**src/rtl/hft_pkg.sv**
```systemverilog
// Shared market-feed constants: request types, order message layout, assembler states.
// Imported by the frame assembler and the parser so both agree on field positions.
package hft_pkg;
  localparam int MSG_W = 320;

  localparam logic [7:0] REQ_TYPE_ADD      = 8'h53;
  localparam logic [7:0] REQ_TYPE_DELETE   = 8'h44;
  localparam logic [7:0] REQ_TYPE_DECREASE = 8'h45;

  // Field LSB offsets and widths inside the message; req_type sits in the top byte
  localparam int REQ_TYPE_LSB = 312;
  localparam int REQ_TYPE_W   = 8;
  localparam int ORDER_ID_LSB = 248;
  localparam int ORDER_ID_W   = 64;
  localparam int STOCK_ID_LSB = 216;
  localparam int STOCK_ID_W   = 32;
  localparam int SIDE_LSB     = 208;
  localparam int SIDE_W       = 8;
  localparam int QUANTITY_LSB = 176;
  localparam int QUANTITY_W   = 32;
  localparam int PRICE_LSB    = 112;
  localparam int PRICE_W      = 64;

  localparam logic [1:0] ST_COLLECT = 2'd0;
  localparam logic [1:0] ST_HOLD    = 2'd1;
  localparam logic [1:0] ST_DISCARD = 2'd2;

  function automatic logic is_req_type(input logic [7:0] t);
    return (t == REQ_TYPE_ADD) || (t == REQ_TYPE_DELETE) || (t == REQ_TYPE_DECREASE);
  endfunction
endpackage

```
**src/rtl/sat_counter.sv**
```systemverilog
// Saturating up-counter: increments by one per enabled cycle, sticks at all-ones.
// Count is visible the cycle after the enable; no backpressure.
module sat_counter #(
  parameter int W = 16
) (
  input  logic         clk,
  input  logic         rst_n,
  input  logic         inc,
  output logic [W-1:0] count
);
  always_ff @(posedge clk) begin
    if (!rst_n) begin
      count <= '0;
    end else if (inc && (count != {W{1'b1}})) begin
      count <= count + 1'b1;
    end
  end
endmodule

```
**src/rtl/feed_frame_assembler.sv**
```systemverilog
// Packs BEATS stream beats into one order message, drops malformed frames, counts drops.
// buf_valid rises the cycle after the final beat; s_ready drops only while a second message waits for the slot.
module feed_frame_assembler
  import hft_pkg::*;
#(
  parameter int BEATS = 5,
  parameter int W     = 64,
  parameter int CNT_W = 16
) (
  input  logic                 clk,
  input  logic                 rst_n,
  input  logic [W-1:0]         s_data,
  input  logic                 s_valid,
  input  logic                 s_last,
  output logic                 s_ready,
  output logic [BEATS*W-1:0]   ff_buffer,
  output logic                 buf_valid,
  input  logic                 buf_ready,
  output logic [CNT_W-1:0]     drop_count,
  output logic                 frame_error
);
  localparam int MSG_BITS = BEATS * W;
  localparam int CW       = $clog2(BEATS);
  localparam logic [CW-1:0] LAST_IDX = CW'(BEATS - 1);

  logic [1:0]          state, state_nxt;
  logic [CW-1:0]       beat_cnt, beat_cnt_nxt;
  logic [MSG_BITS-1:0] asm_reg, asm_placed;
  logic                accept, slot_free, at_last, type_ok;
  logic                load_new, load_held, drop_evt, len_err, store_beat;

  assign accept    = s_valid && s_ready;
  assign slot_free = !buf_valid || buf_ready;
  assign at_last   = (beat_cnt == LAST_IDX);
  // Beat 0 is already in the assembly register by the time the last beat arrives
  assign type_ok   = is_req_type(asm_reg[MSG_BITS-1 -: 8]);

  always_comb begin
    asm_placed = asm_reg;
    asm_placed[(BEATS - 1 - int'(beat_cnt)) * W +: W] = s_data;
  end

  always_comb begin
    state_nxt    = state;
    beat_cnt_nxt = beat_cnt;
    load_new     = 1'b0;
    load_held    = 1'b0;
    drop_evt     = 1'b0;
    len_err      = 1'b0;
    store_beat   = 1'b0;
    case (state)
      ST_COLLECT: begin
        if (accept) begin
          if (!at_last) begin
            if (s_last) begin
              len_err      = 1'b1;
              drop_evt     = 1'b1;
              beat_cnt_nxt = '0;
            end else begin
              store_beat   = 1'b1;
              beat_cnt_nxt = beat_cnt + 1'b1;
            end
          end else if (!s_last) begin
            len_err      = 1'b1;
            drop_evt     = 1'b1;
            beat_cnt_nxt = '0;
            state_nxt    = ST_DISCARD;
          end else if (!type_ok) begin
            drop_evt     = 1'b1;
            beat_cnt_nxt = '0;
          end else begin
            // Keep the full message in the assembly register in case it has to wait in HOLD
            store_beat   = 1'b1;
            beat_cnt_nxt = '0;
            if (slot_free) load_new = 1'b1;
            else           state_nxt = ST_HOLD;
          end
        end
      end
      ST_HOLD: begin
        if (buf_valid && buf_ready) begin
          load_held = 1'b1;
          state_nxt = ST_COLLECT;
        end
      end
      ST_DISCARD: begin
        if (accept && s_last) state_nxt = ST_COLLECT;
      end
      default: state_nxt = ST_COLLECT;
    endcase
  end

  always_ff @(posedge clk) begin
    if (!rst_n) begin
      state       <= ST_COLLECT;
      beat_cnt    <= '0;
      asm_reg     <= '0;
      ff_buffer   <= '0;
      buf_valid   <= 1'b0;
      s_ready     <= 1'b1;
      frame_error <= 1'b0;
    end else begin
      state       <= state_nxt;
      beat_cnt    <= beat_cnt_nxt;
      frame_error <= len_err;
      s_ready     <= (state_nxt != ST_HOLD);
      if (store_beat) asm_reg <= asm_placed;
      if (load_new) begin
        ff_buffer <= asm_placed;
        buf_valid <= 1'b1;
      end else if (load_held) begin
        ff_buffer <= asm_reg;
        buf_valid <= 1'b1;
      end else if (buf_valid && buf_ready) begin
        buf_valid <= 1'b0;
      end
    end
  end

  sat_counter #(.W(CNT_W)) u_drop_cnt (
    .clk   (clk),
    .rst_n (rst_n),
    .inc   (drop_evt),
    .count (drop_count)
  );
endmodule

```
**config.mk**
```make
export PLATFORM = sky130hd
export DESIGN_NAME = feed_frame_assembler
export DESIGN_NICKNAME = d
export VERILOG_FILES = /design/src/rtl/hft_pkg.sv /design/src/rtl/sat_counter.sv /design/src/rtl/feed_frame_assembler.sv
export SDC_FILE = /design/constraint.sdc
export NUM_CORES = 1
export LEC_CHECK = 0
export BUFFER_PORTS_ARGS = -buffer_cell sky130_fd_sc_hd__buf_2
export CAP_MARGIN = 30
export CORE_MARGIN = 1.5
export CORE_UTILIZATION = 50
export DETAILED_ROUTE_END_ITERATION = 16
export PLACE_DENSITY = 0.71
export SETUP_SLACK_MARGIN = 0.2
export SKIP_CTS_REPAIR_TIMING = 1
export SYNTH_ARGS = -nofsm -noshare
export SYNTH_HDL_FRONTEND = slang
export SYNTH_SLANG_ARGS = --single-unit
export TNS_END_PERCENT = 20
```
**constraint.sdc**
```tcl
create_clock -name clk -period 3.35 [get_ports clk]
set_input_delay 0.8375 -clock clk [delete_from_list [all_inputs] [get_ports clk]]
set_output_delay 0.8375 -clock clk [all_outputs]
set_load 0.01 [all_outputs]
```
==> impl_results.html <==
<table>
<tr><th>Metric</th><th>Value</th></tr>
<tr><th colspan="2">Pwr</th></tr>
<tr><td>Power per cell area</td><td>roughly 480 mW/mm^2</td></tr>
<tr><td>Flop pwr share</td><td>0.464</td></tr>
<tr><td>P_leak</td><td>21.02 nW</td></tr>
<tr><td>Net switching component of the power</td><td>4.169 mW</td></tr>
<tr><td>Clock network power share</td><td>0.473</td></tr>
<tr><td>Fraction of power spent switching nets</td><td>0.2421</td></tr>
<tr><td>Combinational group share of total power</td><td>0.062</td></tr>
<tr><td>Internal power contribution</td><td>13.05 mW</td></tr>
<tr><td>VDD IR max</td><td>0.0003884 V</td></tr>
<tr><th colspan="2">Yosys</th></tr>
<tr><td>Most frequent cells after synthesis</td><td>sky130_fd_sc_hd__dfxtp_1, sky130_fd_sc_hd__nand2_1, sky130_fd_sc_hd__o21ai_0</td></tr>
<tr><td>Avg Synthesized Cell Area</td><td>between 8 and 9 um^2</td></tr>
<tr><td>Post-synth top area cell</td><td>sky130_fd_sc_hd__dfxtp_1</td></tr>
<tr><td>Fraction of synthesized cell area taken by the top area cell type</td><td>0.4290</td></tr>
<tr><td>Number of enable flip-flop cells after synthesis</td><td>0</td></tr>
<tr><td>Synthesized netlist cell count</td><td>around 3.5k</td></tr>
<tr><td>Net Count, Synth</td><td>3539</td></tr>
<tr><td>Yosys reg bits</td><td>664</td></tr>
<tr><td>Fraction of registers with async set or reset after synthesis</td><td>0</td></tr>
<tr><td>Most instantiated flip-flop cell in the synthesis netlist</td><td>sky130_fd_sc_hd__dfxtp_1</td></tr>
<tr><td>Number of synthesis warnings</td><td>0</td></tr>
<tr><td>Library cells used by synthesis</td><td>48</td></tr>
<tr><td>Synthesized cell area</td><td>~0.031 mm^2</td></tr>
<tr><td>Top area cells in the synthesized netlist</td><td>sky130_fd_sc_hd__dfxtp_1, sky130_fd_sc_hd__mux2i_1, sky130_fd_sc_hd__o211a_1, sky130_fd_sc_hd__nand2_1, sky130_fd_sc_hd__and3_1</td></tr>
<tr><td>Library cell with the highest instance count after synthesis</td><td>sky130_fd_sc_hd__dfxtp_1</td></tr>
<tr><td>Share of synthesized area occupied by flip-flops and latches</td><td>0.4290</td></tr>
<tr><th colspan="2">Die</th></tr>
<tr><td>DIE HEIGHT</td><td>~250 um</td></tr>
<tr><td>Initial cell density of the core</td><td>0.5040</td></tr>
<tr><td>CORE AREA</td><td>around 0.06 mm^2</td></tr>
<tr><td>Die X</td><td>around 250 um</td></tr>
<tr><td>Total number of placement rows</td><td>91</td></tr>
<tr><td>Die ar.</td><td>approximately 0.063 mm^2</td></tr>
<tr><td># IOs</td><td>approximately 410</td></tr>
<tr><th colspan="2">Clock network</th></tr>
<tr><td>Max Root-Sink Buffers</td><td>3</td></tr>
<tr><td>Clock edge transition at the registers on the reported setup and hold paths</td><td>approximately 0.060 ns</td></tr>
<tr><td>Depth of the CTS H-tree</td><td>3</td></tr>
<tr><td>Number of clock sinks</td><td>around 660</td></tr>
<tr><td>CTS Root Buffer Type</td><td>sky130_fd_sc_hd__clkbuf_16</td></tr>
<tr><td>TritonCTS clock tree</td><td>built</td></tr>
<tr><td>TritonCTS Buffers</td><td>approximately 70</td></tr>
<tr><td>Worst skew pair latency</td><td>between 0.6 and 0.7 ns</td></tr>
<tr><th colspan="2">Placement</th></tr>
<tr><td>Detailed Place HPWL</td><td>around 56000 um</td></tr>
<tr><td>Placed cell area</td><td>~0.034 mm^2</td></tr>
<tr><td>Final weighted congestion in routability-driven placement</td><td>just under 0.8</td></tr>
<tr><td>Port Buffer Count</td><td>407</td></tr>
<tr><td>Worst slack, placed</td><td>~0.43 ns</td></tr>
<tr><th colspan="2">Critical path</th></tr>
<tr><td>CP Data Arrival Time</td><td>3.53 ns</td></tr>
<tr><td>Type of the worst setup path</td><td>reg -&gt; reg</td></tr>
<tr><td>Delay of the slowest cell on the worst path</td><td>~0.43 ns</td></tr>
<tr><td>Endpoint class of the critical path</td><td>register</td></tr>
<tr><td>Worst Reg2Reg Path Length in Cells</td><td>10</td></tr>
<tr><td>CP required</td><td>3.85 ns</td></tr>
<tr><td>Most common cell on crit path</td><td>sky130_fd_sc_hd__ha_1</td></tr>
<tr><td>Series of cell instances along the critical path</td><td>inv_1, ha_1, ha_1, nand4b_1, a2111oi_4, buf_4, o21ai_4, buf_12, and3_1, a31o_2</td></tr>
<tr><td>Crit Path Max Fanout</td><td>139</td></tr>
<tr><td>Cell type of the slowest stage on the worst timing path</td><td>sky130_fd_sc_hd__and3_1</td></tr>
<tr><td>Startpoint class of the critical path</td><td>register</td></tr>
<tr><th colspan="2">Timing</th></tr>
<tr><td>Worst-case clock skew</td><td>between 0.02 and 0.03 ns</td></tr>
<tr><td>Final hold viol count</td><td>0</td></tr>
<tr><td>Least-Margin Pin Slew</td><td>approximately 1.3 ns</td></tr>
<tr><td>Final critical-path share of the clock period</td><td>0.9035</td></tr>
<tr><td>Worst hold margin</td><td>around 0.48 ns</td></tr>
<tr><td>Setup slack of the critical path after layout</td><td>0.3234 ns</td></tr>
<tr><td>Pins Over Slew Limit</td><td>0</td></tr>
<tr><td>Minimum clock period</td><td>approximately 3.0 ns</td></tr>
<tr><td>Total setup violations reported at the end of the flow</td><td>0</td></tr>
<tr><td>Setup repair after global routing missed its margin</td><td>no</td></tr>
<tr><td>Fmax achieved</td><td>~0.33 GHz</td></tr>
<tr><td>Remaining max-slew budget at the tightest pin</td><td>0.1213</td></tr>
<tr><td>Accumulated negative setup slack</td><td>0 ns</td></tr>
<tr><th colspan="2">Finish</th></tr>
<tr><td>Share of cells above drive strength 1</td><td>0.2061</td></tr>
<tr><td>Final #Nets</td><td>about 3.7k</td></tr>
<tr><td>Diodes inserted</td><td>0</td></tr>
<tr><td>Cell area after layout</td><td>about 0.036 mm^2</td></tr>
<tr><td>Syn-to-layout area delta</td><td>16.13%</td></tr>
<tr><th colspan="2">GRT</th></tr>
<tr><td>GRT busiest layer</td><td>met2</td></tr>
<tr><td>Met1 Usage GRT</td><td>0.3686</td></tr>
<tr><td>Number of antenna violations at the first check in global routing</td><td>0</td></tr>
<tr><td>GR Layer Usage met2</td><td>0.4361</td></tr>
<tr><td>Largest net degree at the start of global routing</td><td>292</td></tr>
<tr><td>Leftover overflow at the end of global routing</td><td>0</td></tr>
<tr><td>Wire length of the first global-routing pass</td><td>approximately 140000 um</td></tr>
<tr><td>Met3 Usage GRT</td><td>0.05365</td></tr>
<tr><td>Global-route usage over all layers</td><td>0.2732</td></tr>
<tr><td>Via count of the first global-routing pass</td><td>roughly 25k</td></tr>
<tr><th colspan="2">Hold path</th></tr>
<tr><td>Worst hold path cell count</td><td>1</td></tr>
<tr><td>Class of the tightest hold or removal check</td><td>reg -&gt; reg</td></tr>
<tr><th colspan="2">Routing</th></tr>
<tr><td>Remaining antenna violation count after routing</td><td>0</td></tr>
<tr><td>Detailed-route DRC error count</td><td>0</td></tr>
<tr><td>DR iter-0 viols</td><td>~2.3k</td></tr>
<tr><td>Average wire per standard cell</td><td>roughly 20 um</td></tr>
<tr><td>Total Routed Length</td><td>approximately 90000 um</td></tr>
<tr><td>Vias per inst</td><td>about 5.9</td></tr>
<tr><td>Number of vias in the routed layout</td><td>around 27k</td></tr>
<tr><td>DR pass1 iterations</td><td>6</td></tr>
<tr><th colspan="2">Job</th></tr>
<tr><td>Count of max-cap constraint violations</td><td>0</td></tr>
<tr><th colspan="2">Status</th></tr>
<tr><td>Run status</td><td>finished, final reports clean</td></tr>
</table>
power groups by stage:
stage | sequential, mW | clock (mW) | combinational (mW)
floorplan | 8.16 | 0 | 0.671
global placement | 8.17 | 0 | 1.05
detailed placement | 8.17 | 0 | 1.05
CTS | 8.00 | 8.27 | 1.06
global route | 8.00 | 8.58 | 1.16
finish | 8.00 | 8.15 | 1.07
worst max-delay path, delay by kind of cell, from the launching register on:
family                     cells  cell delay (ns)
DFF                            1             0.31
adders and majority gates      2             0.65
buffers and inverters          3             0.51
and+or+nand+nor                2             0.64
AOI/OAI and AO/OA              3             0.51
final timing paths:
| path | start | to | slack, ns |
|---|---|---|---|
| hold reg to reg | state[0] | state[1] | 0.48 |
| setup / recovery | beat_cnt[0] | asm_reg[283] | 0.32 |
| setup reg to reg | beat_cnt[0] | asm_reg[283] | 0.32 |
| hold / removal | state[0] | state[1] | 0.48 |
placed cells by master (no fill, tap or decap), drive strengths merged, types with 17 or more instances in the layout:
| master | n |
|---|---|
| clkinv | 17 |
| dfxtp | 664 |
| mux2i | 257 |
| and3 | 320 |
| mux2 | 64 |
| clkbuf | 95 |
| buf | 483 |
| a21oi | 142 |
| o21ai | 326 |
| a31o | 256 |
| o2bb2ai | 64 |
| o211a | 257 |
| nand2 | 655 |
metrics by stage:
stage               instances  total power, mW    util
CTS                      4501            17.33  0.5850
finish                   4502            17.22  0.5853
detailed placement       4376            9.221  0.5460
floorplan                3466            8.832       -
global route             4502            17.74  0.5853
global placement         4376            9.219  0.5460
cells by family (layout without fill, tap and decap cells):
logic type / count (synthesis) / in the layout / synth area share
multiplexers: 321 / 321 / 0.1063
flip-flops: 664 / 664 / 0.4290
buffers and inverters: 366 / 612 / 0.04958
AND/OR/NAND/NOR: 1044 / 1044 / 0.1585
AO/OA/AOI/OAI: 1063 / 1063 / 0.2539
adder cells (fa/ha/maj): 4 / 4 / 0.001615
XOR/XNOR: 4 / 4 / 0.001131
routing by layer:
layer	vias to the layer above	part of all wire
li1	13035	-
met1	12655	0.44
met2	854	0.46
met3	181	0.068
met4	0	0.032
met5	-	0
final cells by class:
type                            instances  area [um^2]
Clock inverter                         30        386.6
Multi-Input combinational cell       2436        16230
Clock buffer                           95         2009
Sequential cell                       664        13290
Inverter                                4        15.01
Tap cell                              790        988.4
Timing Repair Buffer                  483         3068
Fill cell                            5434        25500
(Power assumes the default switching activity.)
